$ cat src/rtl/irq_ctrl.sv
// irq_ctrl: interrupt controller feeding the core's one-hot interrupt input.
//
// Collects NSRC sources (bit0 timer ovf, bit1 ext_inter, bit2 software,
// bit3 spare), qualifies each as rising-edge latched or level-sensitive,
// masks with ENABLE and presents the lowest-index pending request as a
// registered one-hot vector. The request is held until irq_ack, after which
// no new request is presented until mret.
//
// Optional feature: define IRQ_SYNC_EN to add a SYNC_STAGES-deep
// synchroniser on every source bit (needed for asynchronous pins).
//
// Ports:
//   clk         core clock
//   rst         synchronous active-high reset
//   src         raw interrupt sources
//   irq_ack     trap taken for the presented request (1-cycle pulse)
//   mret        trap handler returned (1-cycle pulse)
//   cfg_we      configuration write strobe
//   cfg_addr    0 ENABLE, 1 PENDING (W1C on edge bits), 2 STATUS, 3 reserved
//   cfg_wdata   configuration write data
//   cfg_rdata   combinational read data for cfg_addr
//   irq_o       registered one-hot request, zero when nothing is presented
//   irq_active  high while a trap is being serviced
module irq_ctrl #(
    parameter int              NSRC        = 4,
    parameter logic [NSRC-1:0] EDGE_MASK   = 4'b0011,
    parameter int              SYNC_STAGES = 2
) (
    input  logic            clk,
    input  logic            rst,
    input  logic [NSRC-1:0] src,
    input  logic            irq_ack,
    input  logic            mret,
    input  logic            cfg_we,
    input  logic [1:0]      cfg_addr,
    input  logic [NSRC-1:0] cfg_wdata,
    output logic [NSRC-1:0] cfg_rdata,
    output logic [NSRC-1:0] irq_o,
    output logic            irq_active
);

    typedef enum logic [1:0] {
        IDLE    = 2'd0,
        PRESENT = 2'd1,
        SERVICE = 2'd2
    } state_t;

    generate
        if (SYNC_STAGES < 2 || SYNC_STAGES > 4) begin : g_bad_sync
            $error("irq_ctrl: SYNC_STAGES must be in 2..4");
        end
    endgenerate

    state_t          state_q, state_d;
    logic [NSRC-1:0] s, s_d;
    logic [NSRC-1:0] pend_q, pend_d, pending;
    logic [NSRC-1:0] enable_q;
    logic [NSRC-1:0] req, lowest;
    logic [NSRC-1:0] win_q, win_d;
    logic [NSRC-1:0] irq_q, irq_d;
    logic [NSRC-1:0] rise, clr;
    logic [1:0]      win_idx;
    logic [NSRC+3:0] status_ext;

    // ---------------- source conditioning ----------------
`ifdef IRQ_SYNC_EN
    logic [SYNC_STAGES-1:0][NSRC-1:0] sync_q;

    always_ff @(posedge clk) begin
        if (rst) sync_q <= '0;
        else     sync_q <= {sync_q[SYNC_STAGES-2:0], src};
    end

    assign s = sync_q[SYNC_STAGES-1];
`else
    assign s = src;
`endif

    always_ff @(posedge clk) begin
        if (rst) s_d <= '0;
        else     s_d <= s;
    end

    // Edge bits latch; level bits mirror s and pend_q stays zero there.
    assign rise    = s & ~s_d & EDGE_MASK;
    assign pending = (pend_q & EDGE_MASK) | (s & ~EDGE_MASK);
    assign req     = pending & enable_q;
    // Isolate lowest set bit: lowest index has highest priority.
    assign lowest  = req & (~req + {{(NSRC-1){1'b0}}, 1'b1});

    always_comb begin
        clr = '0;
        if (cfg_we && cfg_addr == 2'd1) clr = clr | cfg_wdata;
        if (state_q == PRESENT && irq_ack) clr = clr | win_q;
        // A new edge in the same cycle as a clear keeps the bit set.
        pend_d = ((pend_q & ~clr) | rise) & EDGE_MASK;
    end

    always_ff @(posedge clk) begin
        if (rst) begin
            pend_q   <= '0;
            enable_q <= '0;
        end else begin
            pend_q <= pend_d;
            if (cfg_we && cfg_addr == 2'd0) enable_q <= cfg_wdata;
        end
    end

    // ---------------- request FSM ----------------
    always_comb begin
        state_d = state_q;
        win_d   = win_q;
        irq_d   = '0;
        case (state_q)
            IDLE: begin
                if (|req) begin
                    win_d   = lowest;
                    irq_d   = lowest;
                    state_d = PRESENT;
                end
            end
            PRESENT: begin
                // Ack beats a simultaneous withdrawal.
                if (irq_ack)                state_d = SERVICE;
                else if ((req & win_q) == '0) state_d = IDLE;
                else                        irq_d   = win_q;
            end
            SERVICE: begin
                if (mret) state_d = IDLE;
            end
            default: state_d = IDLE;
        endcase
    end

    always_ff @(posedge clk) begin
        if (rst) begin
            state_q <= IDLE;
            win_q   <= '0;
            irq_q   <= '0;
        end else begin
            state_q <= state_d;
            win_q   <= win_d;
            irq_q   <= irq_d;
        end
    end

    assign irq_o      = irq_q;
    assign irq_active = (state_q == SERVICE);

    // ---------------- configuration read ----------------
    always_comb begin
        win_idx = 2'd0;
        for (int i = 0; i < NSRC; i++)
            if (win_q[i]) win_idx = 2'(i);
    end

    assign status_ext = {{NSRC{1'b0}}, state_q, win_idx};

    always_comb begin
        cfg_rdata = '0;
        if (!rst) begin
            case (cfg_addr)
                2'd0:    cfg_rdata = enable_q;
                2'd1:    cfg_rdata = pending;
                2'd2:    cfg_rdata = status_ext[NSRC-1:0];
                default: cfg_rdata = '0;
            endcase
        end
    end

endmodule

$ cat config.mk
export PLATFORM = sky130hd
export DESIGN_NAME = irq_ctrl
export DESIGN_NICKNAME = d
export VERILOG_FILES = /design/src/rtl/irq_ctrl.sv
export SDC_FILE = /design/constraint.sdc
export NUM_CORES = 1
export LEC_CHECK = 0
export CAP_MARGIN = 20
export CORE_UTILIZATION = 31
export CTS_BUF_LIST = sky130_fd_sc_hd__clkbuf_2
export DETAILED_ROUTE_END_ITERATION = 8
export RECOVER_POWER = 100
export SYNTH_ARGS = -nofsm -noshare
export SYNTH_HDL_FRONTEND = slang
export SYNTH_SLANG_ARGS = --single-unit
$ cat constraint.sdc
create_clock -name clk -period 1 [get_ports clk]
set_input_delay 0.1 -clock clk [delete_from_list [all_inputs] [get_ports clk]]
set_output_delay 0.1 -clock clk [all_outputs]
set_load 0.05 [all_outputs]
==> results of run 1 <==
## power by group through the flow
stage | sequential [mW] | combinational (mW) | clock, mW
floorplan | 0.786 | 0.179 | 0
global placement | 0.791 | 0.348 | 0
detailed placement | 0.792 | 0.355 | 0
CTS | 0.769 | 0.405 | 0.338
global route | 0.775 | 0.445 | 0.387
finish | 0.772 | 0.420 | 0.332
## cells in the final DEF (no fill, tap or decap), drive strengths merged, types with 2 or more instances in the layout
cell type	count
buf	43
or2	3
nand2b	2
o31ai	4
dlygate4sd2	2
a2bb2oi	2
nand4b	2
o21ai	5
nor2b	6
nand2	3
nor2	7
a32o	2
clkdlybuf4s50	12
inv	7
nand4	2
nand3b	2
clkbuf	6
mux2i	7
and3	4
a21oi	3
dfxtp	18
## kinds of logic after synthesis
logic type	count (synthesis)
simple gates	37
compound gates	24
flops	18
buf+inv	12
mux	7
## cell type report
type	count	area, µm²
inverters	7	26.3
multi-input cells	68	662
fillers	234	1070
flip-flops and latches	18	389
clock inverters	1	3.75
clock buffers	3	15.0
repair buffers	60	596
well taps	31	38.8
## Yosys cell counts (2+ instances only)
master	instances	area (µm²)
o21ai_0	5	25.0
buf_2	2	10.0
a21oi_1	3	15.0
inv_1	7	26.3
or2_1	2	12.5
nand3b_1	2	15.0
mux2i_1	7	70.1
dfxtp_1	18	360
a2bb2oi_1	2	17.5
nand2b_1	2	12.5
nand4b_1	2	17.5
a32o_1	2	20.0
o31ai_1	4	30.0
nand4_1	2	12.5
nor2_1	7	26.3
nand2_1	3	11.3
nor2b_1	6	37.5
and3_1	3	18.8
## worst min-delay path by stage
stage                                to  cells after the start  slack, ns
2_1_floorplan  enable_q[0]$_SDFFE_PP0P_                      2       0.25
3_3_place_gp       pend_q[1]$_SDFF_PP0_                      2       0.45
3_5_place_dp       pend_q[0]$_SDFF_PP0_                      2       0.47
4_1_cts               s_d[0]$_SDFF_PP0_                      2       0.34
5_1_grt               s_d[0]$_SDFF_PP0_                      2       0.32
6_report              s_d[0]$_SDFF_PP0_                      2       0.34
## state kept, by name, indices dropped and copies added, names as in the netlist
register,cells
enable_q,4
irq_o,4
pend_q,2
state_q,2
s_d,2
win_q,4
## metrics by stage
step	hold slack (ns)	TNS, ns	util [%]	setup slack, ns
3_5_place_dp	0.471	-9.59	53.6	-0.541
4_1_cts	0.339	-5.44	60.2	-0.561
5_1_grt	0.321	-7.40	61.7	-0.632
2_1_floorplan	0.246	-0.886	-	-0.193
6_report	0.336	-6.11	61.7	-0.550
3_3_place_gp	0.448	-9.16	53.6	-0.503
## timing repair
item | in CTS | in global routing
hold endpoints to repair | 0 | 0
endpoints found under the setup margin | 20 | 25
gates cloned | 0 | 0
resized for setup | 25 | 14
pin swaps | 11 | 8
buffers inserted | 11 | 2
## per-layer routing
metal,up-vias,track usage (%)
met5,-,0
met4,0,6.97
met3,5,2.72
met2,26,32.8
met1,474,23.6
li1,483,-
==> results.cfg, run 1 <==
[route]
met1_length_um = 1250
met3_length_um = 86
vias = 988
drc = 2
met2WireLength_um = 1460
top_layer_used = met4
drtIter0Drc = 26
via_per_inst = 5.26
drtPass1Iterations = 6
routed_wl_um = 2830
routedWlPerCell_um = 15.1
antenna_left = 0

[logic_synthesis]
syn_inst = 98
synth_cell_types = 37
synth-adder-area-share_pct = 0
syn_area_um2 = 938
synth_edf_count = 0
synth_fp_nets = 113
synth-seq-area-share_pct = 38.4
synth.avg_cell_area_um2 = 9.58
synthXorXnorAreaFrac_pct = 0
yosysWarnings = 0
synth-compound-area-share_pct = 22.3
synth_top_family_by_area = simple AND/OR/NAND/NOR gates
ys_seq_elements = 18
synthFlopType = dfxtp_1
synth_simple_gate_area_share_pct = 25.6
async_flop_share_pct = 0
synth_mux_area_share_pct = 7.47

[power]
swShare_pct = 30.2
p_int_mw = 1.06
ir_worst_vdd_mv = 0.497
p_leak_nw = 0.667
clock_power_share_pct = 21.8
power_density_nw_per_um2 = 881
power.total_mw = 1.52
p_switching_mw = 0.459
combPwrFrac_pct = 27.5
seqPwrFrac_pct = 50.7

[floorplanning]
boundaryPins = 24
coreArea_um2 = 2810
initial_core_util_pct = 33.5
die_area_um2 = 3250
die_h_um = 57.0
rows = 19
die_w_um = 57.0

[clock_tree]
clock_path_buffers = 2
clock_latency_ns = 0.31
cts_tree = yes
htree_levels = 1
numCtsBuffers = 3
clk_pin_slew_ns = 0.19
clockRootBuffer = clkbuf_2
postCtsHoldBufs = 0
cts_sinks = 18

[global_route]
overflow = 0
track_usage_pct = 18.8
grt_first_pass_wirelength_um = 4660
antenna_found_initial = 0
grt_pass1_vias = 999
grt_max_degree = 11

[setup_path]
critPathTopFamily = compound AO/OA/AOI/OAI gates
cp_num_buf_inv = 2
rr_endpoint = irq_o[3]$_SDFF_PP0_
required_ns = 0.90
slowest_stage = dfxtp_2
rrSetupSlack_ns = -0.49
max_stage_delay_ns = 0.38
cp_max_fo = 2
setup.worst_path.end_class = output pin
critPathLaunchType = flip-flop
critPathArrivalTime_ns = 1.45
reg2reg_depth = 6
cp-endpoint = cfg_rdata[0]
r2r-start = win_q[3]$_SDFFE_PP0P_
crit_cells = 4
critical_path_class = flip-flop to output pin
critical_path.cell_chain = inv_2, a311o_1, a21oi_4, buf_12
crit_path_start = win_q[3]$_SDFFE_PP0P_

[finish]
final_layout_size_suffix_gt1_share_pct = 55.4
diodes = 0
final_cell_count_no_fill = 188
nNetsFinal = 173
syn_to_final_growth_pct = 84.4
stdcell_area_um2 = 1730

[worst_hold_path]
hp-start = src[0]
hold_class = input port to flip-flop

[status]
violations = design-rule violations, negative setup slack
outcome = finished, violations left

[place]
routabilityCongestion = 0.865
io_buffers = 23
placed_cell_area_um2 = 1500
hpwl_um = 2050
dp_cells = 172

[timing]
drv_slew = 0
finClkSkew_ns = 0.00429
post-route-worst-setup-slack_ns = -0.550
timing.final.setup_violations = 21
layout_min_cycle_time_ns = 1.55
rsz0062_at_grt = true
min_period_over_period_pct = 155
fmax_ghz = 0.645
slew_headroom_pct = 74.2
hold_viol = 0
tightest_slew_ns = 0.386

[job]
maxCapViolCount = 0
Power figures use the tool's default switching activity.
==> run 2, diff against run 1 <==
ABC_AREA = 1   (was default)
GPL_TIMING_DRIVEN = 0   (was default)
SKIP_CTS_REPAIR_TIMING = 1   (was default)
==> run 2 against run 1 <==
The run ends with negative setup slack left; global-route usage down 4.2 points; sequential cell count unchanged; setup slack gained 0.23 ns; worst hold slack worse by 0.12 ns; utilization shrank 9.3 points; critical endpoint unchanged; largest power group unchanged.
==> results.cfg, run 2 <==
[status]
outcome = finished, violations left
violations = negative setup slack

[clock_tree]
numCtsBuffers = 3
cts_tree = yes
clk_pin_slew_ns = 0.14
htree_levels = 1
cts_sinks = 18
clockRootBuffer = clkbuf_2
clock_path_buffers = 2
clock_latency_ns = 0.29

[job]
maxCapViolCount = 0

[logic_synthesis]
ys_top_cells_by_area = dfxtp_1 (43%), nand2_1 (13%), nand3_1 (8.3%)
yosysTopAreaCell = dfxtp_1
async_flop_share_pct = 0
synthTopCellsByCount = nand2_1 (29), dfxtp_1 (18), inv_1 (14), nand3_1 (14), nor2_1 (14)
synth_cell_types = 17
synth-seq-area-share_pct = 42.7
yosysMostFrequentCell = nand2_1
synth_edf_count = 0
ys_seq_elements = 18
synth_fp_nets = 139
syn_inst = 124
yosysWarnings = 0
synthFlopType = dfxtp_1
synth.avg_cell_area_um2 = 6.80
yosysTopAreaCellShare_pct = 42.7
syn_area_um2 = 843

[setup_path]
critPathLaunchType = flip-flop
critical_path_class = flip-flop to output pin
critPathArrivalTime_ns = 1.22
r2r-start = pend_q[0]$_SDFF_PP0_
cp_max_fo = 5
critical_path.cell_chain = inv_2, nor2_2, o21ai_2, a31oi_4, buf_6
cp_num_buf_inv = 2
crit_path_start = win_q[1]$_SDFFE_PP0P_
max_stage_delay_ns = 0.39
slowest_stage = dfxtp_4
critPathTopFamily = flip-flops
cp-endpoint = cfg_rdata[0]
setup.worst_path.end_class = output pin
rrSetupSlack_ns = -0.04
required_ns = 0.90
rr_endpoint = win_q[3]$_SDFFE_PP0P_
crit_cells = 5
reg2reg_depth = 5

[global_route]
grt_pass1_vias = 777
gr-usage-met2_pct = 23.8
use_met3_pct = 3.39
busiest_layer = met2
track_usage_pct = 14.6
grt.met1_usage_pct = 18.1
grt_first_pass_wirelength_um = 3050
antenna_found_initial = 0
overflow = 0
grt_max_degree = 11

[power]
p_leak_nw = 0.549
power_density_nw_per_um2 = 1020
ir_worst_vdd_mv = 0.640
power.total_mw = 1.35

[timing]
fmax_ghz = 0.759
finClkSkew_ns = 0.0122
rsz0062_at_grt = true
layout_min_cycle_time_ns = 1.32
min_period_over_period_pct = 132
hold_viol = 0
whs_ns = 0.216
post-route-worst-setup-slack_ns = -0.318
timing.final.setup_violations = 9
tightest_slew_ns = 0.570
slew_headroom_pct = 62.0
drv_slew = 0

[place]
io_buffers = 23
routabilityCongestion = 0.859
hpwl_um = 1500
dp_cells = 177

[floorplanning]
boundaryPins = 24
initial_core_util_pct = 33.4
die_area_um2 = 2930
coreArea_um2 = 2520
die_h_um = 54.2
die_w_um = 54.2
rows = 18

[route]
via_per_inst = 4.92
drtIter0Drc = 10
routed_wl_um = 2110
drtPass1Iterations = 4
routedWlPerCell_um = 11.5
drc = 0
vias = 905
antenna_left = 0

[finish]
final_common_cell = nand2_1
syn_to_final_growth_pct = 56.7
final_cell_count_no_fill = 184
diodes = 0
fill_cells = 255
nNetsFinal = 171
final_layout_size_suffix_gt1_share_pct = 39.6
final_cell_mix = nand2_1 (23), nand3_1 (12), inv_1 (11)
utilization_pct = 52.4

[worst_hold_path]
hold_class = input port to flip-flop
whs_path_depth = 2
-- run 2: changes by cell type after synthesis, moves of 6 or more --
| cell | delta |
|---|---|
| a21oi_1 | +6 |
| inv_1 | +7 |
| mux2i_1 | -7 |
| nand2_1 | +26 |
| nand3_1 | +13 |
| nor2_1 | +7 |
| nor2b_1 | -6 |
-- run 2: worst min-delay path by stage --
stage	from	endpoint	slack, ns
floorplan	rst	state_q[0]$_SDFFE_PP0P_	0.17
detailed placement	s_d[0]$_SDFF_PP0_	pend_q[0]$_SDFF_PP0_	0.40
CTS	src[0]	s_d[0]$_SDFF_PP0_	0.30
global placement	s_d[1]$_SDFF_PP0_	pend_q[1]$_SDFF_PP0_	0.39
finish	rst	state_q[0]$_SDFFE_PP0P_	0.22
global route	rst	state_q[0]$_SDFFE_PP0P_	0.23
-- run 2: report_power, final --
part	internal [mW]	leakage (nW)	switching [mW]
combinational	0.128	0.383	0.161
clock	0.0818	0.0125	0.196
sequential	0.744	0.154	0.0380
-- run 2: through the flow --
step                setup slack, ns  TNS (ns)  instance area [µm²]
floorplan                   -0.0585   -0.0585                  861
global placement              -1.16    -11.94                 1130
detailed placement            -1.18    -12.08                 1130
CTS                           -1.19     -8.18                 1140
global route                 -0.400     -2.19                 1320
finish                       -0.318     -1.12                 1320
-- run 2: kinds of logic after synthesis --
logic type	after synthesis	share of synthesized area (%)
AND/OR/NAND/NOR	70	36.8
AO/OA/AOI/OAI	20	13.4
flip-flops	18	42.7
buffers and inverters	16	7.12
-- run 2: final cells by class --
class,count,area (µm²),share of cell area (%)
buffer,1,3.75,0.284
clock buffer,3,15.0,1.14
inverter,15,62.6,4.73
multi-input combinational,90,542,41.0
sequential,18,393,29.7
tap,30,37.5,2.84
timing repair buffer,27,268,20.3
-- run 2: routing by layer --
layer  part of all wire (%)  wire (µm)
met1                     45        942
met2                     52       1090
met3                    3.2         68
met4                   0.47         10
met5                      0          0
==> run 3, diff against run 2 <==
CTS_CLUSTER_SIZE = 28   (was default)
==> results of run 3 <==
No change in the layout: final DEF, timing and power equal those of run 2.
